$ cat src/rtl/led_actor_pkg.sv
// Shared definitions for the LED strip pipeline: sequencer states, pixel layout,
// latch timing at 12 MHz and the per-channel brightness scaling.
package led_actor_pkg;

    typedef enum logic [1:0] {
        ST_IDLE   = 2'd0,
        ST_STREAM = 2'd1,
        ST_LATCH  = 2'd2
    } seq_state_t;

    localparam int PIXEL_WIDTH = 24;
    localparam int R_OFS       = 16;
    localparam int G_OFS       = 8;
    localparam int B_OFS       = 0;
    localparam int INDEX_WIDTH = 9;

    localparam int CLOCK_HZ             = 12_000_000;
    localparam int LATCH_US             = 80;
    localparam int DEFAULT_LATCH_CYCLES = (CLOCK_HZ / 1_000_000) * LATCH_US;

    // (c * (b + 1)) >> 8: full scale is identity, zero blanks the channel.
    function automatic logic [7:0] scale_channel(input logic [7:0] c, input logic [7:0] b);
        logic [16:0] product;
        product = {9'd0, c} * ({9'd0, b} + 17'd1);
        return product[15:8];
    endfunction

endpackage

$ cat src/rtl/pixel_scaler.sv
// Combinational brightness scaling of one {R,G,B} word followed by optional
// reordering to the {G,R,B} wire order of the strip.
module pixel_scaler
    import led_actor_pkg::*;
#(
    parameter bit GRB_ORDER = 1'b1
) (
    input  logic [7:0]             brightness,
    input  logic [PIXEL_WIDTH-1:0] pixel_in,
    output logic [PIXEL_WIDTH-1:0] pixel_out
);

    // scaled[0] = R, scaled[1] = G, scaled[2] = B
    logic [7:0] scaled [3];

    generate
        for (genvar gi = 0; gi < 3; gi++) begin : g_channel
            localparam int OFS = R_OFS - gi * 8;
            assign scaled[gi] = scale_channel(pixel_in[OFS +: 8], brightness);
        end
    endgenerate

    assign pixel_out = GRB_ORDER ? {scaled[1], scaled[0], scaled[2]}
                                 : {scaled[0], scaled[1], scaled[2]};

endmodule

$ cat src/rtl/strip_frame_sequencer.sv
// Streams one strip's frame from LED memory to the serial encoder, prefetching
// one pixel ahead, then holds the line idle for the strip latch time.
module strip_frame_sequencer
    import led_actor_pkg::*;
#(
    parameter int LED_COUNT    = 60,
    parameter int ADDR_WIDTH   = 9,
    parameter int STRIP_BASE   = 0,
    parameter int LATCH_CYCLES = DEFAULT_LATCH_CYCLES,
    parameter bit GRB_ORDER    = 1'b1
) (
    input  logic                   clock_12mhz,
    input  logic                   reset,
    input  logic                   frame_start,
    input  logic [7:0]             brightness,
    output logic                   read_request,
    output logic [ADDR_WIDTH-1:0]  read_address,
    input  logic [PIXEL_WIDTH-1:0] read_data,
    input  logic                   read_data_valid,
    output logic                   encoder_start,
    output logic [PIXEL_WIDTH-1:0] encoder_data,
    input  logic                   encoder_done,
    output logic                   frame_busy,
    output logic                   frame_done,
    output logic                   frame_overrun
);

    localparam int LATCH_WIDTH = $clog2(LATCH_CYCLES + 1);
    localparam logic [INDEX_WIDTH-1:0] LAST_INDEX = INDEX_WIDTH'(LED_COUNT);

    seq_state_t                 state_reg;
    logic [INDEX_WIDTH-1:0]     index_reg;
    logic [LATCH_WIDTH-1:0]     latch_count_reg;
    logic [7:0]                 brightness_reg;
    logic                       read_outstanding_reg;
    logic                       pending_valid_reg;
    logic                       encoder_active_reg;
    logic [PIXEL_WIDTH-1:0]     pending_reg;
    logic [PIXEL_WIDTH-1:0]     encoder_data_reg;
    logic [ADDR_WIDTH-1:0]      read_address_reg;
    logic                       read_request_reg;
    logic                       encoder_start_reg;
    logic                       frame_busy_reg;
    logic                       frame_done_reg;
    logic                       frame_overrun_reg;
    logic [PIXEL_WIDTH-1:0]     scaled_pixel;
    logic                       can_start;

    pixel_scaler #(
        .GRB_ORDER(GRB_ORDER)
    ) u_pixel_scaler (
        .brightness(brightness_reg),
        .pixel_in  (read_data),
        .pixel_out (scaled_pixel)
    );

    // A done in this cycle frees the encoder, so a pending pixel starts on the next cycle.
    assign can_start = (state_reg == ST_STREAM) && pending_valid_reg &&
                       (!encoder_active_reg || encoder_done);

    always_ff @(posedge clock_12mhz) begin
        if (reset) begin
            state_reg            <= ST_IDLE;
            index_reg            <= '0;
            latch_count_reg      <= '0;
            brightness_reg       <= '0;
            read_outstanding_reg <= 1'b0;
            pending_valid_reg    <= 1'b0;
            encoder_active_reg   <= 1'b0;
            pending_reg          <= '0;
            encoder_data_reg     <= '0;
            read_address_reg     <= '0;
            read_request_reg     <= 1'b0;
            encoder_start_reg    <= 1'b0;
            frame_busy_reg       <= 1'b0;
            frame_done_reg       <= 1'b0;
            frame_overrun_reg    <= 1'b0;
        end else begin
            read_request_reg  <= 1'b0;
            encoder_start_reg <= 1'b0;
            frame_done_reg    <= 1'b0;
            frame_overrun_reg <= 1'b0;

            if (read_data_valid && read_outstanding_reg) begin
                pending_reg          <= scaled_pixel;
                pending_valid_reg    <= 1'b1;
                read_outstanding_reg <= 1'b0;
            end

            if (encoder_done) begin
                encoder_active_reg <= 1'b0;
            end

            if (frame_start && state_reg != ST_IDLE) begin
                frame_overrun_reg <= 1'b1;
            end

            case (state_reg)
                ST_IDLE: begin
                    if (frame_start) begin
                        brightness_reg       <= brightness;
                        index_reg            <= '0;
                        frame_busy_reg       <= 1'b1;
                        read_request_reg     <= 1'b1;
                        read_address_reg     <= ADDR_WIDTH'(STRIP_BASE);
                        read_outstanding_reg <= 1'b1;
                        state_reg            <= ST_STREAM;
                    end
                end
                ST_STREAM: begin
                    if (can_start) begin
                        encoder_start_reg  <= 1'b1;
                        encoder_data_reg   <= pending_reg;
                        pending_valid_reg  <= 1'b0;
                        encoder_active_reg <= 1'b1;
                        index_reg          <= index_reg + 9'd1;
                        if (index_reg + 9'd1 < LAST_INDEX) begin
                            read_request_reg     <= 1'b1;
                            read_address_reg     <= ADDR_WIDTH'(STRIP_BASE) + ADDR_WIDTH'(index_reg + 9'd1);
                            read_outstanding_reg <= 1'b1;
                        end
                    end else if (index_reg == LAST_INDEX && encoder_active_reg && encoder_done) begin
                        latch_count_reg <= LATCH_WIDTH'(LATCH_CYCLES - 1);
                        state_reg       <= ST_LATCH;
                    end
                end
                ST_LATCH: begin
                    if (latch_count_reg <= LATCH_WIDTH'(1)) begin
                        frame_done_reg <= 1'b1;
                        frame_busy_reg <= 1'b0;
                        state_reg      <= ST_IDLE;
                    end else begin
                        latch_count_reg <= latch_count_reg - LATCH_WIDTH'(1);
                    end
                end
                default: state_reg <= ST_IDLE;
            endcase
        end
    end

    assign read_request  = read_request_reg;
    assign read_address  = read_address_reg;
    assign encoder_start = encoder_start_reg;
    assign encoder_data  = encoder_data_reg;
    assign frame_busy    = frame_busy_reg;
    assign frame_done    = frame_done_reg;
    assign frame_overrun = frame_overrun_reg;

endmodule

$ cat config.mk
export PLATFORM = sky130hd
export DESIGN_NAME = strip_frame_sequencer
export DESIGN_NICKNAME = d
export VERILOG_FILES = /design/src/rtl/led_actor_pkg.sv /design/src/rtl/pixel_scaler.sv /design/src/rtl/strip_frame_sequencer.sv
export SDC_FILE = /design/constraint.sdc
export NUM_CORES = 1
export LEC_CHECK = 0
export CAP_MARGIN = 40
export CORE_UTILIZATION = 47
export CTS_CLUSTER_SIZE = 40
export DETAILED_ROUTE_END_ITERATION = 8
export HOLD_SLACK_MARGIN = 0.05
export PLACE_DENSITY = 0.63
export SLEW_MARGIN = 20
export SYNTH_ARGS = -nofsm -noshare
export SYNTH_HDL_FRONTEND = slang
export SYNTH_HIERARCHICAL = 1
export SYNTH_SLANG_ARGS = --single-unit
$ cat constraint.sdc
create_clock -name clock_12mhz -period 5.8 [get_ports clock_12mhz]
set_input_delay 1.16 -clock clock_12mhz [delete_from_list [all_inputs] [get_ports clock_12mhz]]
set_output_delay 1.16 -clock clock_12mhz [all_outputs]
set_load 0.05 [all_outputs]
==> qor.txt <==
Row cnt = 53
Clk sinks = 94
First-pass DRT Iterations = 5
Post-synth top flop = dfxtp_1
M1 GR Usage = 0.287
DRT antenna net count = 0
Worst r2r src = brightness_reg[0]$_SDFFE_PP0P_
Sw Ratio = 0.360
Post_cts resized = 0
Post-synthesis register bit count = 94
Max-cap violations = 0
Final Hold Viols = 0
Vias in the first global route = 8,304
Seq pwr share = 0.335
Post-route DRC = 0
Clock root buffer = clkbuf_16
Class of the worst hold path = reg -> reg
Ranking of synthesized cells by area = fa_1 (24%), dfxtp_1 (18%), ha_1 (12%), and2_1 (9.3%), nand2_1 (6.6%)
TritonCTS clock tree = done
CTS Buf Count = 9
Post-layout util = 0.554
Wire per inst = 14.8 µm
Post-Place Cell Area = 11,400 µm²
Largest net degree at the start of global routing = 87
Highest-count cells in the layout ignoring fill and taps = nand2_1 (180), inv_1 (157), and2_1 (151)
Crit-path slowest cell = fa_1
Worst path cell trace = clkdlybuf4s50_1, and2_1, fa_1, fa_1, inv_1, fa_1, inv_1, fa_1, ha_1, a2111oi_0, o31ai_1, nand3_1, a21boi_1, a221oi_1, xnor2_1, nand2_1, a21oi_1
Worst Hold Depth = 2
H-Tree Depth = 3
Hold slack = 0.453 ns
Final setup fails = 0
Sequential-to-total area share from yosys stat = 0.185
Most Used Layer, Global Route = met2
NetSw = 0.000740 W
Data required, critical path = 6.07 ns
Skew final = 0.00948 ns
# Post-CTS Setup Buffers = 0
Post-Syn Instances = 1,199
Int Power = 0.00132 W
Clock slew at reported path FFs = 0.07 ns
Die area = 22,200 µm²
Pwr Total = 0.00206 W
Mapped Nets = 1,457
Filler cell count = 1,986
Mapped Avg Cell Area = 8.49 µm²
Slew Viols, Final = 0
Total GRT Usage = 0.222
Synth top area share = 0.236
Critical path class = in -> reg
FFs w/ async S/R, synth = 0
Initial Util = 0.481
Worst-path fanout max = 6
Slew @ Worst Pin = 0.788 ns
Critical path endpoint category = flop
Final HPWL DP = 17,800 µm
Grt met2 use = 0.395
Commonest non-fill, non-tap cell in the layout = nand2_1
Max IR drop VDD = 0.140 mV
Clock period minus worst slack = 5.51 ns
Global routing usage on met3 = 0.0318
Critical Path AT = 5.79 ns
Drt total wl = 23,100 µm
Worst slew margin = 0.474
CP bufs+invs = 3
# port buffers = 74
Initial antenna violation count = 0
Cell Area, Synth = 10,200 µm²
Final Instance Area = 11,700 µm²
Startpoint Class = primary input
Cts hold-fix bufs = 0
Synth Warn # = 6
N_diodes = 0
Gr ovfl total = 0
DR vias = 8,123
RSZ-0062 raised after global routing = no
Synth unique cells = 66
Fin nets = 1,537
Peak Freq = 181 MHz
Die height = 149 µm
Die X = 149 µm
RR Endpoint = pending_reg[23]$_SDFFE_PP0P_
Area leader, netlist = fa_1
Tcrit/Tclk final = 0.950
Hold_sp = pending_reg[21]$_SDFFE_PP0P_
EDFF count, synth = 0
Core area = 21,200 µm²
Status = finished, final reports clean
PwrDens = 176 nW/µm²
Clk pwr share = 0.272
Gate power share = 0.393
Vias per Instance = 5.21
Drt first-iter violations = 297
CP most frequent cell = fa_1
Worst Reg-to-Reg Cells = 20
Biggest cell delay along the critical path = 0.55 ns
P&R area growth vs syn = 15.1%
Global-route wire length before repair = 39,500 µm
RePlAce Congestion = 0.842
CTS max path bufs = 2
Total leakage power = 5.54 nW
Clock Latency Late Sink = 0.34 ns
Reg2reg setup slack = 0.45 ns
Hold endpoint = encoder_data[21]$_SDFFE_PP0P_
Cell family with most CP delay = adder cells
Layout cell share with drive strength beyond 1 = 0.0639
I/O pins = 75
cell usage after synthesis, drive strengths merged (18+ instances only):
library cell	count
a21oi	92
and2	151
clkbuf	39
dfxtp	94
fa	120
ha	101
inv	157
nand2	180
nand3	18
nor2	44
nor2b	20
xnor2	27
xor2	19
layer usage:
metal | wire (µm) | vias up | part of all wire
met5 | 0 | - | 0
li1 | - | 3986 | -
met4 | 298 | 0 | 0.013
met1 | 10800 | 4001 | 0.47
met3 | 694 | 21 | 0.030
met2 | 11300 | 115 | 0.49
worst reg2reg max path: stages (launching register included):
cell and delay (ns):
dfxtp_1 0.39, buf_4 0.32, nand3_1 0.13, xnor2_1 0.14
buf_4 0.23, and2_1 0.21, fa_1 0.39, fa_1 0.55
inv_1 0.05, fa_1 0.47, inv_1 0.05, fa_1 0.47
ha_1 0.33, a2111oi_0 0.42, o31ai_1 0.20, nand3_1 0.14
a21boi_1 0.11, a221oi_1 0.35, xnor2_1 0.16, nand2_1 0.06
a21oi_1 0.12
metrics by stage:
stage	setup slack [ns]	TNS, ns	instances
4_1_cts	0.318	0	1558
5_1_grt	0.0141	0	1559
2_1_floorplan	0.652	0	1199
3_3_place_gp	0.0621	0	1540
3_5_place_dp	-0.0368	-0.0719	1542
6_report	0.289	0	1559
cell families (layout without fill, tap and decap cells):
family / Yosys count / count (layout) / share of synthesized area
simple gates: 473 / 473 / 0.236
xor+xnor: 46 / 46 / 0.0396
fa+ha+maj: 221 / 221 / 0.360
flops: 94 / 94 / 0.185
compound gates: 156 / 156 / 0.0977
buf+inv: 207 / 292 / 0.0793
mux: 2 / 2 / 0.00197
power by group through the flow:
stage | registers [W] | logic, W | clock network [W]
finish | 0.000688 | 0.000808 | 0.000560
global route | 0.000691 | 0.000942 | 0.000600
CTS | 0.000688 | 0.000821 | 0.000571
detailed placement | 0.000702 | 0.000816 | 0
global placement | 0.000702 | 0.000799 | 0
floorplan | 0.000719 | 0.000554 | 0
worst max-delay path by stage:
stage / start / endpoint / slack, ns / cells after the start
2_1_floorplan: brightness_reg[0]$_SDFFE_PP0P_ / pending_reg[7]$_SDFFE_PP0P_ / 0.65 / 19
3_3_place_gp: read_data[22] / pending_reg[14]$_SDFFE_PP0P_ / 0.06 / 18
3_5_place_dp: read_data[11] / pending_reg[23]$_SDFFE_PP0P_ / -0.04 / 17
4_1_cts: read_data[11] / pending_reg[23]$_SDFFE_PP0P_ / 0.32 / 17
5_1_grt: read_data[11] / pending_reg[23]$_SDFFE_PP0P_ / 0.01 / 17
6_report: read_data[11] / pending_reg[23]$_SDFFE_PP0P_ / 0.29 / 17
cell type report:
| type | count | area [µm²] | area share |
|---|---|---|---|
| flip-flops and latches | 94 | 1880 | 0.161 |
| well taps | 275 | 344 | 0.0294 |
| clock inverters | 6 | 43.8 | 0.00374 |
| clock buffers | 10 | 239 | 0.0204 |
| repair buffers | 119 | 1120 | 0.0957 |
| inverters | 157 | 589 | 0.0503 |
| multi-input cells | 898 | 7500 | 0.640 |
Power figures use the tool's default switching activity.
